<file path="config.mk">
export PLATFORM = sky130hd
export DESIGN_NAME = led_scanner
export DESIGN_NICKNAME = d
export VERILOG_FILES = /design/src/rtl/led_scanner.sv
export SDC_FILE = /design/constraint.sdc
export NUM_CORES = 1
export LEC_CHECK = 0
export BUFFER_PORTS_ARGS = -buffer_cell sky130_fd_sc_hd__buf_2
export CAP_MARGIN = 0
export CORE_MARGIN = 8
export CORE_UTILIZATION = 50
export DETAILED_ROUTE_END_ITERATION = 8
export GPL_TIMING_DRIVEN = 1
export PLACE_DENSITY = 0.7
export SYNTH_ARGS = -nofsm -noshare
export SYNTH_HDL_FRONTEND = slang
export SYNTH_SLANG_ARGS = --single-unit
</file>
<file path="constraint.sdc">
create_clock -name Clk -period 8.8 [get_ports Clk]
set_clock_uncertainty 0.2 [all_clocks]
set_input_delay 1.32 -clock Clk [delete_from_list [all_inputs] [get_ports Clk]]
set_output_delay 1.32 -clock Clk [all_outputs]
set_load 0.03 [all_outputs]
</file>
<file path="src/rtl/led_scanner.sv">
// led_scanner: one-hot LED bar scanner with bounce/rotate/hold modes.
//
// A free-running prescaler produces a registered Tick strobe whose period is
// 2^(DIV_BITS-Speed) cycles. On every tick the lit position steps according to
// Mode. Pause freezes the prescaler and all state.
//
// Ports:
//   Clk     in   1      system clock
//   Rst_n   in   1      asynchronous active-low reset
//   Mode    in   2      step behaviour (see table below)
//   Speed   in   2      step period select, higher is faster
//   Pause   in   1      freeze prescaler and position while high
//   LED     out  WIDTH  LED drive, active high
//   Dir     out  1      0 = moving toward bit 0, 1 = toward bit WIDTH-1
//   Tick    out  1      one-cycle strobe on each step
//   EndHit  out  1      one-cycle pulse when bounce lands on an end bit
//
// Optional feature macro: LED_SCANNER_TRAIL_EN
//   When defined, a Prev register holds the previous position and
//   LED = Pos | Prev (two-LED comet). When undefined, LED = Pos.
//
// Mode | meaning
// -----+------------------------------------------------------
//  00  | bounce between bit 0 and bit WIDTH-1
//  01  | rotate toward bit 0, bit 0 wraps to bit WIDTH-1
//  10  | rotate toward bit WIDTH-1, bit WIDTH-1 wraps to bit 0
//  11  | hold position and direction

module led_scanner #(
  parameter int WIDTH    = 8,
  parameter int DIV_BITS = 24
) (
  input  logic             Clk,
  input  logic             Rst_n,
  input  logic [1:0]       Mode,
  input  logic [1:0]       Speed,
  input  logic             Pause,
  output logic [WIDTH-1:0] LED,
  output logic             Dir,
  output logic             Tick,
  output logic             EndHit
);

  localparam logic [1:0] MODE_BOUNCE = 2'b00;
  localparam logic [1:0] MODE_ROT_R  = 2'b01;
  localparam logic [1:0] MODE_ROT_L  = 2'b10;

  localparam logic [WIDTH-1:0]    POS_MSB   = {1'b1, {(WIDTH-1){1'b0}}};
  localparam logic [DIV_BITS-1:0] PRESC_ONE = {{(DIV_BITS-1){1'b0}}, 1'b1};
  localparam logic [DIV_BITS-1:0] ALL_ONES  = '1;

  logic [DIV_BITS-1:0] presc;
  logic [DIV_BITS-1:0] presc_mask;
  logic                tick_now;
  logic [WIDTH-1:0]    pos;
  logic [WIDTH-1:0]    pos_nxt;
  logic                dir_nxt;
  logic                end_nxt;
  logic                recover;

  // Mask selects the low (DIV_BITS-Speed) bits; decoded from Speed every
  // cycle so a speed change lands immediately.
  assign presc_mask = ALL_ONES >> Speed;
  assign tick_now   = ((presc & presc_mask) == presc_mask) && !Pause;
  assign recover    = !$onehot(pos);

  always_comb begin
    pos_nxt = pos;
    dir_nxt = Dir;
    end_nxt = 1'b0;
    if (recover) begin
      pos_nxt = POS_MSB;
      dir_nxt = 1'b0;
    end else begin
      case (Mode)
        MODE_BOUNCE: begin
          // Turn around on the end bit itself so each end dwells one period.
          if (!Dir && pos[0]) begin
            dir_nxt = 1'b1;
            pos_nxt = pos << 1;
          end else if (Dir && pos[WIDTH-1]) begin
            dir_nxt = 1'b0;
            pos_nxt = pos >> 1;
          end else begin
            pos_nxt = Dir ? (pos << 1) : (pos >> 1);
          end
          end_nxt = pos_nxt[0] | pos_nxt[WIDTH-1];
        end
        MODE_ROT_R: begin
          dir_nxt = 1'b0;
          pos_nxt = {pos[0], pos[WIDTH-1:1]};
        end
        MODE_ROT_L: begin
          dir_nxt = 1'b1;
          pos_nxt = {pos[WIDTH-2:0], pos[WIDTH-1]};
        end
        default: begin
          pos_nxt = pos;
          dir_nxt = Dir;
        end
      endcase
    end
  end

  always_ff @(posedge Clk or negedge Rst_n) begin
    if (!Rst_n) begin
      presc  <= '0;
      Tick   <= 1'b0;
      pos    <= POS_MSB;
      Dir    <= 1'b0;
      EndHit <= 1'b0;
    end else begin
      Tick   <= tick_now;
      EndHit <= 1'b0;
      if (!Pause) begin
        presc <= presc + PRESC_ONE;
      end
      if (tick_now) begin
        pos    <= pos_nxt;
        Dir    <= dir_nxt;
        EndHit <= end_nxt;
      end
    end
  end

`ifdef LED_SCANNER_TRAIL_EN
  logic [WIDTH-1:0] prev;

  // Prev takes the outgoing position on every tick; in hold mode that equals
  // the current position, so the trail collapses after one tick.
  always_ff @(posedge Clk or negedge Rst_n) begin
    if (!Rst_n) begin
      prev <= '0;
    end else if (tick_now) begin
      prev <= recover ? '0 : pos;
    end
  end

  assign LED = pos | prev;
`else
  assign LED = pos;
`endif

endmodule

</file>
==> results of run 1 <==
## routing by layer
layer | global-route usage, % | vias up | wire [µm]
li1 | - | 735 | -
met4 | 5.64 | 0 | 80
met1 | 14.6 | 723 | 1680
met5 | 0 | - | 0
met2 | 22.2 | 32 | 1880
met3 | 4.46 | 7 | 214
## sequential cells by signal, summed over array words and instances, names as in the netlist
register and cells:
presc 24, EndHit 1, LED 8, Dir 1
Tick 1
## cell usage after synthesis (all sizes together), types with 3 or more instances
library cell / number / share of area, %
xnor2: 16 / 6.8
a211oi: 3 / 1.1
fa: 4 / 3.9
inv: 20 / 3.6
clkbuf: 5 / 0.91
o21ai: 12 / 2.9
dfrtp: 34 / 41
nand3: 11 / 2.7
nor2: 12 / 2.2
a21o: 3 / 1.1
xor2: 7 / 3.0
nor3: 4 / 1.2
a21oi: 7 / 1.7
nand4: 4 / 1.2
mux2: 5 / 2.7
nand2b: 4 / 1.2
ha: 7 / 4.2
nand2: 17 / 3.1
mux2i: 4 / 1.9
a22oi: 5 / 1.8
## final timing paths
check / end / start / depth (start not counted)
max in group asynchronous: LED[3] / Rst_n / 1
worst max register to register: Dir / LED[0] / 13
min in group asynchronous: presc[2] / Rst_n / 1
worst min-delay path: presc[23] / presc[23] / 1
worst max-delay path: Dir / LED[0] / 13
worst min register to register: presc[23] / presc[23] / 1
## worst max-delay path, delay by kind of cell, from the launching register on
kind            cells  cell delay (ns)
fa+ha+maj           5             1.98
flops               1             0.50
buf+inv             3             0.24
compound gates      3             1.08
simple gates        1             0.09
mux                 1             0.31
## metrics by stage
stage | total power (µW) | hold slack [ns] | util, % | setup slack [ns]
floorplan | 232 | 0.240 | - | 4.46
global placement | 245 | 0.256 | 54.7 | 4.40
detailed placement | 248 | 0.257 | 54.7 | 4.30
CTS | 358 | 0.273 | 56.7 | 4.28
global route | 372 | 0.284 | 56.7 | 4.05
finish | 353 | 0.265 | 56.7 | 4.28
## power groups by stage
stage               logic [µW]  clock network, µW  registers (µW)
global placement          45.9                  0             199
detailed placement        47.9                  0             200
CTS                       48.3                113             197
floorplan                 36.3                  0             196
global route              53.2                119             199
finish                    46.9                109             197
## kinds of logic after synthesis
group / Yosys count / share of synthesized area [%]
and+or+nand+nor: 61 / 16.6
adders and majority gates: 11 / 8.10
xor gates and xnor gates: 23 / 9.73
DFF: 35 / 42.4
muxes: 9 / 4.66
AOI/OAI and AO/OA: 40 / 13.5
buffers and inverters: 26 / 5.08
## layout make-up
cell class | instances | area, µm² | area share (%)
inverters | 20 | 75.1 | 3.31
multi-input cells | 144 | 1090 | 47.9
repair buffers | 17 | 85.1 | 3.75
well taps | 50 | 62.6 | 2.76
flip-flops and latches | 35 | 877 | 38.7
clock buffers | 7 | 76.3 | 3.36
clock inverters | 1 | 5.00 | 0.221
## cells in the final DEF, fill, tap and decap left out, types with 2 or more instances in the layout
cell type / n
ha_1: 7
inv_1: 20
o21ai_1: 5
a22oi_1: 5
buf_2: 17
nand4_1: 4
clkbuf_1: 2
a21o_1: 3
o211ai_1: 2
nand2b_1: 4
xor2_1: 7
nand2_1: 17
clkbuf_8: 5
mux2_2: 4
nand3_1: 11
dfrtp_1: 34
nor2_1: 12
o21ai_0: 7
and3_1: 2
a211oi_1: 3
xnor2_1: 16
a21oi_1: 7
a22o_1: 2
fa_1: 4
mux2i_1: 4
nor3_1: 3
==> impl_results.md, run 1 <==
- Top_reg_cell synth: dfrtp_1
- Antenna violations before repair: 0
- Required time of the critical path: 8.78 ns
- Sequential element share of the synthesized area: 42.4%
- Post-DP Area: 2190 µm²
- CTS clock-pin slew for the worst setup and hold paths: 0.07 ns
- Max FO, Critical Path: 15
- Worst-Skew Late Latency: 0.29 ns
- Critical Path AT: 4.50 ns
- GRT overflow: 0
- Syn Std Cell Area: 2070 µm²
- Wire per inst: 14.1 µm
- Unrepaired setup endpoints after global routing: false
- Fin crit period: 4.52 ns
- Pwr Density: 155 nW/µm²
- Largest stage delay, worst path: 0.56 ns
- CTS tree: done
- Sw frac: 28.1%
- Combinational share of power: 13.3%
- Final Max Tran Viols: 0
- CP Class: register to register
- Final Cell Area: 2270 µm²
- CP cell instances: inv_1 -> fa_1 -> fa_1 -> fa_1 -> inv_1 -> ha_1 -> inv_1 -> fa_1 -> a211o_1 -> a21o_1 -> o2111ai_4 -> nor2_1 -> mux2_1
- Iter 0 DRT Violations: 80
- Placed wire-length estimate: 2770 µm
- CP endpoint kind: register
- Status: complete, no violations
- Max-Cap Viols: 0
- Most used cell, CP: fa_1
- DRC viols: 0
- Syn_area_per_cell: 10.1 µm²
- # rows: 23
- Leak Pwr: 0.00106 µW
- Final wirelength: 3860 µm
- P_int: 254 µW
- CTS-repair resized insts: 0
- Period utilization: 51.4%
- Relative slew slack: 48.1%
- Worst setup SP type: register
- Asr flop ratio synth: 100%
- Count of different cell masters after synthesis: 41
- Synth Warn #: 0
- Vias in the first global route: 1535
- Worst vdd ir: 0.126 mV
- Mapped Cells: 205
- GRT Overall Usage: 13.1%
- Fraction of layout cells with a size suffix above 1: 15.2%
- Vert. Die Dim: 80.3 µm
- Synth Register Bits: 35
- Die Width: 80.3 µm
- IO Count: 18
- Initial core utilization: 51.7%
- Post-route ant nets: 0
- # setup viols final: 0
- # diodes: 0
- Quantity of I/O buffers inserted on ports: 17
- CTS max path bufs: 2
- P_sw: 99.0 µW
- Post-synth net total: 223
- Die area: 6450 µm²
- Min-Delay Path Class: register to register
- Placed Cells: 266
- Synthesis-to-layout area growth: 9.61%
- Endpoints failing hold: 0
- FILL cells: 372
- Postcts setup bufs: 0
- Cts hold-fix bufs: 0
- EDFF count, synth: 0
- Critical path's slowest cell: fa_1
- Least-Margin Pin Slew: 0.778 ns
- H-tree depth: 2
- Clock root buffer: clkbuf_8
- F_max: 221 MHz
- Routed vias/inst: 5.46
- Clock Power Share: 31.0%
- Largest net degree at the start of global routing: 36
- Core area: 4000 µm²
- CTS Buf Count: 5
- Filler-free cell count of the finished design: 274
- Sequential Power Share: 55.7%
- Via count: 1497
- Reg2Reg Setup Slack: 4.28 ns
- Final Wtd Congestion: 0.850
- TNS Setup: 0 ns
- First-pass GRT wire length: 6690 µm
- Clock Sink Count: 35
- Drt pass-1 iters: 4
- Nets: 241
No activity file was read; power rests on OpenSTA's default activity.
==> run 2, diff against run 1 <==
--- a/config.mk
+++ b/config.mk
@@ -11,7 +11,7 @@
 export CORE_UTILIZATION = 50
 export DETAILED_ROUTE_END_ITERATION = 8
 export GPL_TIMING_DRIVEN = 1
-export PLACE_DENSITY = 0.7
+export PLACE_DENSITY = 0.72
 export SYNTH_ARGS = -nofsm -noshare
 export SYNTH_HDL_FRONTEND = slang
 export SYNTH_SLANG_ARGS = --single-unit
==> constraint.sdc (replaced) <==
create_clock -name Clk -period 3.9 [get_ports Clk]
set_clock_uncertainty 0.2 [all_clocks]
set_input_delay 0.585 -clock Clk [delete_from_list [all_inputs] [get_ports Clk]]
set_output_delay 0.585 -clock Clk [all_outputs]
set_load 0.03 [all_outputs]
==> impl_results.md, run 2 (synthesized netlist as in run 1, its figures left out) <==
- CTS max path bufs: 2 (unchanged)
- Relative slew slack: 49.6% (was 48.1%)
- CP Class: register to register (unchanged)
- Min-Delay Path Class: input pin to async pin (was register to register)
- Max-Cap Viols: 0 (unchanged)
- Antenna violations before repair: 0 (unchanged)
- Vert. Die Dim: 80.3 µm (unchanged)
- Initial core utilization: 51.7% (unchanged)
- Iter 0 DRT Violations: 60 (was 80)
- First-pass GRT wire length: 6960 µm (was 6690 µm)
- Required time of the critical path: 3.91 ns (was 8.78 ns)
- Least-Margin Pin Slew: 0.756 ns (was 0.778 ns)
- Vias in the first global route: 1511 (was 1535)
- Worst setup SP type: register (unchanged)
- Endpoints failing hold: 0 (unchanged)
- Fin crit period: 3.86 ns (was 4.52 ns)
- Largest stage delay, worst path: 0.55 ns (was 0.56 ns)
- CP cell instances: inv_2 -> fa_1 -> fa_1 -> fa_1 -> inv_2 -> ha_4 -> inv_2 -> fa_2 -> o211ai_1 -> a21o_1 -> o2111ai_4 -> buf_6 -> buf_12 -> nand2_1 -> o21ai_1 (was inv_1 -> fa_1 -> fa_1 -> fa_1 -> inv_1 -> ha_1 -> inv_1 -> fa_1 -> a211o_1 -> a21o_1 -> o2111ai_4 -> nor2_1 -> mux2_1)
- CTS Buf Count: 5 (unchanged)
- Final Max Tran Viols: 0 (unchanged)
- F_max: 259 MHz (was 221 MHz)
- # setup viols final: 0 (unchanged)
- Pwr Total: 798 µW (was 353 µW)
- Drt pass-1 iters: 4 (unchanged)
- Quantity of I/O buffers inserted on ports: 17 (unchanged)
- GRT overflow: 0 (unchanged)
- Final wirelength: 4160 µm (was 3860 µm)
- Leak Pwr: 0.00112 µW (was 0.00106 µW)
- Fraction of layout cells with a size suffix above 1: 26.3% (was 15.2%)
- Placed wire-length estimate: 3030 µm (was 2770 µm)
- Routed vias/inst: 5.44 (was 5.46)
- Critical Path AT: 3.87 ns (was 4.50 ns)
- Unrepaired setup endpoints after global routing: true (was false)
- Most frequent cells in the layout: 31 x dfrtp_1, 17 x buf_2, 16 x xnor2_1 (was 34 x dfrtp_1, 20 x inv_1, 17 x nand2_1, 17 x buf_2, 16 x xnor2_1)
- # diodes: 0 (unchanged)
- Final setup margin: 0.0417 ns (was 4.28 ns)
- Max FO, Critical Path: 6 (was 15)
- Nets: 253 (was 241)
- H-tree depth: 2 (unchanged)
- Post-route ant nets: 0 (unchanged)
- Pwr Density: 331 nW/µm² (was 155 nW/µm²)
- Final Cell Area: 2410 µm² (was 2270 µm²)
- GRT Overall Usage: 14.0% (was 13.1%)
- IO Count: 18 (unchanged)
- Critical path's slowest cell: fa_1 (unchanged)
- Period utilization: 98.9% (was 51.4%)
- Synthesis-to-layout area growth: 16.6% (was 9.61%)
- CTS tree: done (unchanged)
- Clock root buffer: clkbuf_8 (unchanged)
- Die area: 6450 µm² (unchanged)
- CTS clock-pin slew for the worst setup and hold paths: 0.07 ns (about the same)
- Wire per inst: 14.6 µm (was 14.1 µm)
- Crit path buffers/inverters: 5 (was 3)
- CP top delay family: adder cells (unchanged)
- Worst vdd ir: 0.346 mV (was 0.126 mV)
- DRC viols: 0 (unchanged)
- # rows: 23 (unchanged)
- Most flop-heavy register: presc (unchanged)
- Largest register FFs: 24 (unchanged)
- Worst-Skew Late Latency: 0.29 ns (about the same)
- Die Width: 80.3 µm (unchanged)
- Via count: 1556 (was 1497)
- TNS Setup: 0 ns (unchanged)
- Core area: 4000 µm² (unchanged)
- Largest net degree at the start of global routing: 36 (unchanged)
- CP endpoint kind: register (unchanged)
- Most common cell after layout, fill and taps aside: dfrtp_1 (unchanged)
- Final Wtd Congestion: 0.803 (was 0.850)
- Clock Sink Count: 35 (unchanged)
- Place WS: -0.0827 ns (was 4.30 ns)
- Status: complete, no violations (unchanged)
- Post-DP Area: 2260 µm² (was 2190 µm²)
[run 2: cell count changes in the layout (fill, tap and decap cells not counted), moves of 2 or more]
cell      delta
buf_4        +9
buf_6        +2
clkbuf_1     -2
clkinv_2     +2
dfrtp_1      -3
dfrtp_2      +3
inv_1        -5
inv_2        +5
nand2_1      -2
nand2_2      +2
[run 2: metrics by stage]
stage	instances	hold WS [ns]	utilization, %
4_1_cts	285	0.191	59.7
2_1_floorplan	205	0.0894	-
3_3_place_gp	274	0.254	56.4
3_5_place_dp	274	0.259	56.4
5_1_grt	286	0.226	60.3
6_report	286	0.165	60.3
[run 2: path summary, 6_finish.rpt]
| path | from | end | slack, ns | depth (start not counted) |
|---|---|---|---|---|
| max | LED[0] | LED[2] | 0.04 | 15 |
| min | Rst_n | presc[0] | 0.17 | 1 |
| max reg2reg | LED[0] | LED[2] | 0.04 | 15 |
| min reg2reg | presc[14] | presc[14] | 0.27 | 1 |
| max in group asynchronous | Rst_n | LED[1] | 2.80 | 1 |
| min in group Clk | presc[14] | presc[14] | 0.27 | 1 |
[run 2: layout make-up]
class	count	area (µm²)
fillers	331	1590
multi-input cells	144	1120
flip-flops and latches	35	881
repair buffers	29	195
inverters	20	75.1
clock buffers	5	68.8
well taps	50	62.6
clock inverters	3	15.0
[run 2: power breakdown]
part	switching, µW	internal [µW]
sequential	44.5	399
clock	126	122
combinational	58.1	48.3
total	229	569
[run 2: repair_timing]
action | 4_1_cts | 5_1_grt
endpoints found under the setup margin | 4 | 9
hold buffers | 0 | 0
pin swaps | 4 | 1
gates resized for setup | 5 | 6
buffers inserted | 3 | 1
hold endpoints to repair | 0 | 0
[run 2: per-layer routing]
metal,routed length [µm],up-vias,GRT usage [%]
met2,2130,21,24.0
met3,155,5,3.57
met4,70,0,6.18
li1,-,766,-
met5,0,-,0
met1,1810,764,16.0
